===== src/rtl/periph_timer.sv =====
// -----------------------------------------------------------------------------
// periph_timer
//
// Memory-mapped timer and I/O peripheral on the CPU load/store bus. It answers
// the word-aligned addresses TIMER_BASE + 0x00 .. 0x18. Registers:
//   +0x00 TH      reload value (rw)
//   +0x04 TL      counter (rw)
//   +0x08 TCON    [0] enable, [1] irq enable, [2] irq status (rw)
//   +0x0C LED     [7:0] (rw)
//   +0x10 SWITCH  [7:0] synchronised switch input (ro)
//   +0x14 DIGI    [11:0] 7-segment drive (rw)
//   +0x18 SYSTICK free-running cycle counter (ro)
//
// Ports:
//   reset   async active-high reset, clears all state
//   clk     system clock
//   rd, wr  load / store strobes
//   addr    byte address (exact 32-bit decode)
//   wdata   store data
//   rdata   combinational load data, 0 unless rd and a mapped address
//   switch  external switches, asynchronous to clk
//   led     LED register
//   digi    7-segment drive register
//   irqout  interrupt request = TCON[1] & TCON[2]
// -----------------------------------------------------------------------------
module periph_timer #(
  parameter logic [31:0] TIMER_BASE = 32'h4000_0000
) (
  input  logic        reset,
  input  logic        clk,
  input  logic        rd,
  input  logic        wr,
  input  logic [31:0] addr,
  input  logic [31:0] wdata,
  output logic [31:0] rdata,
  input  logic [7:0]  switch,
  output logic [7:0]  led,
  output logic [11:0] digi,
  output logic        irqout
);

  localparam logic [31:0] ADDR_TH      = TIMER_BASE + 32'h00;
  localparam logic [31:0] ADDR_TL      = TIMER_BASE + 32'h04;
  localparam logic [31:0] ADDR_TCON    = TIMER_BASE + 32'h08;
  localparam logic [31:0] ADDR_LED     = TIMER_BASE + 32'h0C;
  localparam logic [31:0] ADDR_SWITCH  = TIMER_BASE + 32'h10;
  localparam logic [31:0] ADDR_DIGI    = TIMER_BASE + 32'h14;
  localparam logic [31:0] ADDR_SYSTICK = TIMER_BASE + 32'h18;

  logic [31:0] th_q,      th_d;
  logic [31:0] tl_q,      tl_d;
  logic [2:0]  tcon_q,    tcon_d;
  logic [7:0]  led_q,     led_d;
  logic [11:0] digi_q,    digi_d;
  logic [31:0] systick_q, systick_d;
  logic [7:0]  sw_meta_q;
  logic [7:0]  sw_sync_q;

  // Next state: hardware timer activity first, then a CPU write to the same
  // register overrides it entirely (lost status set, no increment, old TH
  // used for a coincident reload).
  always_comb begin
    th_d      = th_q;
    tl_d      = tl_q;
    tcon_d    = tcon_q;
    led_d     = led_q;
    digi_d    = digi_q;
    systick_d = systick_q + 32'd1;

    if (tcon_q[0]) begin
      if (tl_q == 32'hFFFF_FFFF) begin
        tl_d = th_q;
        if (tcon_q[1]) begin
          tcon_d[2] = 1'b1;
        end
      end else begin
        tl_d = tl_q + 32'd1;
      end
    end

    if (wr) begin
      case (addr)
        ADDR_TH:   th_d   = wdata;
        ADDR_TL:   tl_d   = wdata;
        ADDR_TCON: tcon_d = wdata[2:0];
        ADDR_LED:  led_d  = wdata[7:0];
        ADDR_DIGI: digi_d = wdata[11:0];
        default:   ;
      endcase
    end
  end

  always_ff @(posedge clk or posedge reset) begin
    if (reset) begin
      th_q      <= '0;
      tl_q      <= '0;
      tcon_q    <= '0;
      led_q     <= '0;
      digi_q    <= '0;
      systick_q <= '0;
      sw_meta_q <= '0;
      sw_sync_q <= '0;
    end else begin
      th_q      <= th_d;
      tl_q      <= tl_d;
      tcon_q    <= tcon_d;
      led_q     <= led_d;
      digi_q    <= digi_d;
      systick_q <= systick_d;
      sw_meta_q <= switch;
      sw_sync_q <= sw_meta_q;
    end
  end

  // Read mux reflects pre-edge state, so a simultaneous rd/wr returns the
  // value before the write lands.
  always_comb begin
    rdata = '0;
    if (rd) begin
      case (addr)
        ADDR_TH:      rdata = th_q;
        ADDR_TL:      rdata = tl_q;
        ADDR_TCON:    rdata = {29'd0, tcon_q};
        ADDR_LED:     rdata = {24'd0, led_q};
        ADDR_SWITCH:  rdata = {24'd0, sw_sync_q};
        ADDR_DIGI:    rdata = {20'd0, digi_q};
        ADDR_SYSTICK: rdata = systick_q;
        default:      rdata = '0;
      endcase
    end
  end

  assign led    = led_q;
  assign digi   = digi_q;
  assign irqout = tcon_q[1] & tcon_q[2];

endmodule


===== config.mk =====
export PLATFORM = sky130hd
export DESIGN_NAME = periph_timer
export DESIGN_NICKNAME = d
export VERILOG_FILES = /design/src/rtl/periph_timer.sv
export SDC_FILE = /design/constraint.sdc
export NUM_CORES = 1
export LEC_CHECK = 0
export ABC_AREA = 1
export BUFFER_PORTS_ARGS = -buffer_cell sky130_fd_sc_hd__buf_2
export CAP_MARGIN = 0
export CORE_MARGIN = 1
export CORE_UTILIZATION = 40
export CTS_BUF_LIST = sky130_fd_sc_hd__clkbuf_8
export DETAILED_ROUTE_END_ITERATION = 10
export SLEW_MARGIN = 20
export SYNTH_ARGS = -nofsm -noshare
export SYNTH_HDL_FRONTEND = slang
export SYNTH_SLANG_ARGS = --single-unit
export TNS_END_PERCENT = 10

===== constraint.sdc =====
create_clock -name clk -period 7.34 [get_ports clk]
set_input_delay 2.202 -clock clk [delete_from_list [all_inputs] [get_ports clk]]
set_output_delay 2.202 -clock clk [all_outputs]
set_load 0.1 [all_outputs]

### Word-level counts from Yosys, hierarchy flattened

Cells that the tools add are included.

* add/subtract/negate cells: 2
* eq/ne operators: 8
* multiplexer cells: 11
* bitwise gates (word level): 1
* reductions and logical operators: 4

Operator list (count)
* $eq 32x31->1 const B: 7
* $pmux 32 s7: 1
* $mux 32: 5
* $add 32x1->32 const B: 2
* $eq 32x32->1 const B: 1
* $reduce_and 2->1: 4
* $mux 3: 2
* $mux 1: 3
* $and 1x1->1: 1

* register bits: 135
* output and inout bits: 53
* word-level logic and storage cells: 35

### Logic depth before layout (Yosys ltp)

* depth after elaboration: 5
* gate-level depth with buffers: 13
* mapped depth without buffers: 12

### Worst setup path before layout

No wires, ideal clock.

* kind: input port to output port
* from: input addr[23]
* to: output rdata[2]
* arrival time: 4.547 ns
* required time: 5.138 ns
* setup slack: 0.591 ns
* stages on the path: 12
* buffers on the path: 1
* cell sequence: nor2_1 nand2_1 nor2_2 nand2_2 nor2_2 nand2_1 nand2_1 nor2_1 nand2_1 nand2_2 buf_2 nor2_1

* longest elaborated chain between the ends: 3
* elaborated cells on any way between the ends: 9

RTL lines
* start, declared: RTL line 33 `input logic [31:0] addr,`
* $eq 32x31->1: RTL line 120 `case (addr)`
* $pmux 32 s7 (*): RTL line 120
* $mux 32 (*): RTL line 119 `if (rd) begin`
* end, declared: RTL line 35 `output logic [31:0] rdata,`

Mark *: on every way between the ends. The rest lies on a longest branch, timed or not.

### Final worst setup path

* from: input addr[23]
* to: output rdata[15]

Same word-level chain as after synthesis.

==> results.sh <==
export IMPL_status="complete, no violations"
export IMPL_fp_coreArea_um2=19600
export IMPL_period_needed_ns=6.78
export IMPL_cts_max_path_buffers=2
export IMPL_min_delay_path_class="flip-flop to flip-flop"
export IMPL_placedInstanceArea_um2=9010
export IMPL_post_synth_top_area_cell="sky130_fd_sc_hd__dfrtp_1"
export IMPL_mappedNetlistNets=1228
export IMPL_worst_hold_margin_ns=0.354
export IMPL_cts_root_buffer="sky130_fd_sc_hd__clkbuf_8"
export IMPL_ys_seq_elements=135
export IMPL_ioPinCount=129
export IMPL_synthDistinctLibCells=33
export IMPL_yosysSeqAreaShare_pct=42.0
export IMPL_final_fill_count=2040
export IMPL_route_antenna_remaining_nets=0
export IMPL_cts_buffers=17
export IMPL_leakage_nw=4.77
export IMPL_routed_via_count=7845
export IMPL_grt_antenna_before_repair=0
export IMPL_cts_hold_buf=0
export IMPL_worst_slew_pin_slew_ns=0.904
export IMPL_first_pass_grt_wire_length_um=39500
export IMPL_r2r_cells=11
export IMPL_report_final_slew_viol_count=0
export IMPL_cts_setup_buffers=0
export IMPL_timing_worst_setup_path_type="primary input to output port"
export IMPL_rrSetupSlack_ns=4.54
export IMPL_utilization_pct=48.0
export IMPL_worstPathRequired_ns=5.14
export IMPL_finalWeightedCongestion=0.905
export IMPL_portBuffers=128
export IMPL_yosys_warnings=0
export IMPL_die_area_um2=20700
export IMPL_syn_instance_count=1150
export IMPL_worstHoldStart="sw_meta_q[5]"
export IMPL_critPathSlowestCell="sky130_fd_sc_hd__buf_2"
export IMPL_grt_pass1_vias=7310
export IMPL_antenna_cells=0
export IMPL_dp_hpwl_um=18000
export IMPL_post_route_period_util_pct=92.4
export IMPL_synth_area_leaders="sky130_fd_sc_hd__dfrtp_1 (42%), sky130_fd_sc_hd__nand2_1 (15%), sky130_fd_sc_hd__nor2_1 (7.7%)"
export IMPL_clk_latency_ns=0.47
export IMPL_cts_resized=0
export IMPL_final_hold_vios=0
export IMPL_drt_vias_per_instance=5.08
export IMPL_synthesis_area_um2=8050
export IMPL_max_clock_freq_ghz=0.147
export IMPL_grt_total_usage_pct=25.4
export IMPL_slowest_delay_ns=0.48
export IMPL_dieWidth_um=144
export IMPL_worst_path_clk_slew_ns=0.08
export IMPL_cellPowerDensity_nw_per_um2=153
export IMPL_post_synth_top_area_fraction_pct=42.0
export IMPL_async_reset_ff_share_pct=100
export IMPL_grt_setup_unrepaired="no"
export IMPL_worst_slack_placed_ns=0.596
export IMPL_tns_ns=0
export IMPL_area_delta_synth_final_pct=16.7
export IMPL_finClkSkew_ns=0.0136
export IMPL_number_of_synthesized_flops_with_an_enable_pin=0
export IMPL_final_cell_area_um2=9400
export IMPL_cpMostUsedCell="sky130_fd_sc_hd__nand2_1"
export IMPL_setup_ws_ns=0.559
export IMPL_hold_path_cell_count=0
export IMPL_critical_path_cell_chain="buf_2 > nor2_1 > nand2_1 > nor2_2 > nand2_2 > nor2_2 > nand2_1 > nand2_1 > nor2_1 > nand2_1 > nand2_2 > nor2_1 > buf_2"
export IMPL_setup_violations_final=0
export IMPL_numClockSinks=135
export IMPL_cap_viol_max_count=0
export IMPL_core_rowCount=51
export IMPL_synth_main_ff_cell="sky130_fd_sc_hd__dfrtp_1"
export IMPL_average_wire_per_cell_in_the_routed_design_um=16.2
export IMPL_initial_utilization_pct=41.1
export IMPL_critical_path_reg2reg_startpoint="tl_q[0]"
export IMPL_critical_path_startpoint_type="primary input"
export IMPL_vdd_ir_drop_worst_v=0.000106
export IMPL_grt_overflow=0
export IMPL_detail_route_drc_violations=0
export IMPL_tritoncts="yes"
export IMPL_first_drt_pass_iteration_count=5
export IMPL_min_to="sw_sync_q[5]"
export IMPL_slew_headroom_pct=39.6
export IMPL_nets=1344
export IMPL_drt_total_wl_um=25000
export IMPL_post_route_cells_drive_above_1_share_pct=16.6
export IMPL_critPathCaptureType="output port"
export IMPL_drt_first_iter_violations=618
export IMPL_grt_max_degree=90
export IMPL_die_h_um=144
export IMPL_critical_path_reg2reg_endpoint="tcon_q[2]"
export IMPL_critical_path_peak_fanout=32
export IMPL_worst_endpoint_arrival_ns=4.58
export IMPL_synth_area_per_cell_um2=7.00
export IMPL_cts_htree_levels=4
-- metrics by stage --
step	instances	power, mW
after global routing	1544	1.48
final	1544	1.44
after floorplan	1150	0.783
after CTS	1544	1.45
after detailed placement	1512	0.815
after global placement	1512	0.815
-- Yosys cell counts (2+ instances only) --
cell type	instances
sky130_fd_sc_hd__buf_6	3
sky130_fd_sc_hd__nand4_1	10
sky130_fd_sc_hd__o21ai_1	30
sky130_fd_sc_hd__nand2_2	9
sky130_fd_sc_hd__a21oi_1	82
sky130_fd_sc_hd__o211ai_1	4
sky130_fd_sc_hd__clkbuf_1	17
sky130_fd_sc_hd__ha_1	2
sky130_fd_sc_hd__dfrtp_1	135
sky130_fd_sc_hd__xor2_1	31
sky130_fd_sc_hd__nand3_2	5
sky130_fd_sc_hd__o21ai_0	40
sky130_fd_sc_hd__nand2_1	327
sky130_fd_sc_hd__nor2_4	8
sky130_fd_sc_hd__buf_4	3
sky130_fd_sc_hd__nor3_1	17
sky130_fd_sc_hd__inv_1	116
sky130_fd_sc_hd__nor2_2	12
sky130_fd_sc_hd__nand3_1	89
sky130_fd_sc_hd__buf_2	17
sky130_fd_sc_hd__nor4_1	2
sky130_fd_sc_hd__nand3b_1	5
sky130_fd_sc_hd__nor2_1	165
sky130_fd_sc_hd__xnor2_1	10
sky130_fd_sc_hd__inv_2	2
sky130_fd_sc_hd__or2_0	2
-- logic make-up (layout without fill, tap and decap cells) --
logic type,after synthesis,in the layout,share of synthesized area [%]
compound gates,159,159,10.2
xor+xnor,41,41,4.46
fa+ha+maj,2,2,0.311
buf+inv,159,288,8.10
flops,135,135,42.0
simple gates,654,654,35.0
-- flip-flops by register name, summed over array words and instances, names as in the netlist --
register / cells
digi: 12
sw_sync_q: 8
systick_q: 32
th_q: 32
tcon_q: 3
sw_meta_q: 8
led: 8
tl_q: 32
-- routing by layer --
metal	GRT usage [%]	vias up	share of wire (%)
met1	36.1	3686	47
met4	7.50	0	1.7
met2	38.9	260	45
li1	-	3870	-
met5	0	-	0
met3	4.77	29	6.3
-- worst max-delay path, delay by kind of cell --
kind                   cells  cell delay, ns
and+or+nand+nor           11            1.78
buffers and inverters      2            0.57
-- placed cells by master, fill, tap and decap left out, types with 3 or more instances in the layout --
cell type                    instances
sky130_fd_sc_hd__o21ai_0            40
sky130_fd_sc_hd__buf_2             121
sky130_fd_sc_hd__inv_2               3
sky130_fd_sc_hd__o21ai_1            30
sky130_fd_sc_hd__buf_12              8
sky130_fd_sc_hd__nand3b_1            5
sky130_fd_sc_hd__clkbuf_8           17
sky130_fd_sc_hd__nand2_1           327
sky130_fd_sc_hd__nor3_1             17
sky130_fd_sc_hd__nand2_2             9
sky130_fd_sc_hd__a21oi_1            82
sky130_fd_sc_hd__nor2_4              8
sky130_fd_sc_hd__nand3_1            89
sky130_fd_sc_hd__o211ai_1            4
sky130_fd_sc_hd__clkinvlp_4          4
sky130_fd_sc_hd__nand3_2             5
sky130_fd_sc_hd__xor2_1             31
sky130_fd_sc_hd__clkinv_2            3
sky130_fd_sc_hd__nand4_1            10
sky130_fd_sc_hd__inv_1             116
sky130_fd_sc_hd__dfrtp_1           135
sky130_fd_sc_hd__xnor2_1            10
sky130_fd_sc_hd__buf_4               8
sky130_fd_sc_hd__inv_6               3
sky130_fd_sc_hd__nor2_2             12
sky130_fd_sc_hd__nor2_1            165
-- final cells by class --
| class | count | area, µm² | area share (%) |
|---|---|---|---|
| Tap cell | 265 | 332 | 3.53 |
| Sequential cell | 135 | 3380 | 36.0 |
| Clock buffer | 17 | 234 | 2.49 |
| Timing Repair Buffer | 137 | 826 | 8.79 |
| Clock inverter | 15 | 155 | 1.65 |
| Multi-Input combinational cell | 856 | 4020 | 42.8 |
| Inverter | 119 | 452 | 4.81 |
-- where the power goes --
part | internal, mW | leakage [nW] | switching (mW)
Sequential | 0.747 | 1.67 | 0.00128
Combinational | 0.0168 | 2.91 | 0.0336
Clock | 0.303 | 0.191 | 0.334
Total | 1.07 | 4.77 | 0.369
-- worst max path at each step --
| stage | from | to | slack (ns) | cells after the start |
|---|---|---|---|---|
| 6_report | addr[23] | rdata[15] | 0.56 | 13 |
| 5_1_grt | addr[21] | rdata[15] | 0.29 | 13 |
| 4_1_cts | addr[23] | rdata[15] | 0.59 | 13 |
| 3_5_place_dp | addr[23] | rdata[15] | 0.60 | 13 |
| 3_3_place_gp | addr[27] | rdata[14] | 0.64 | 13 |
| 2_1_floorplan | addr[23] | rdata[2] | 0.59 | 12 |
(Power assumes the default switching activity.)
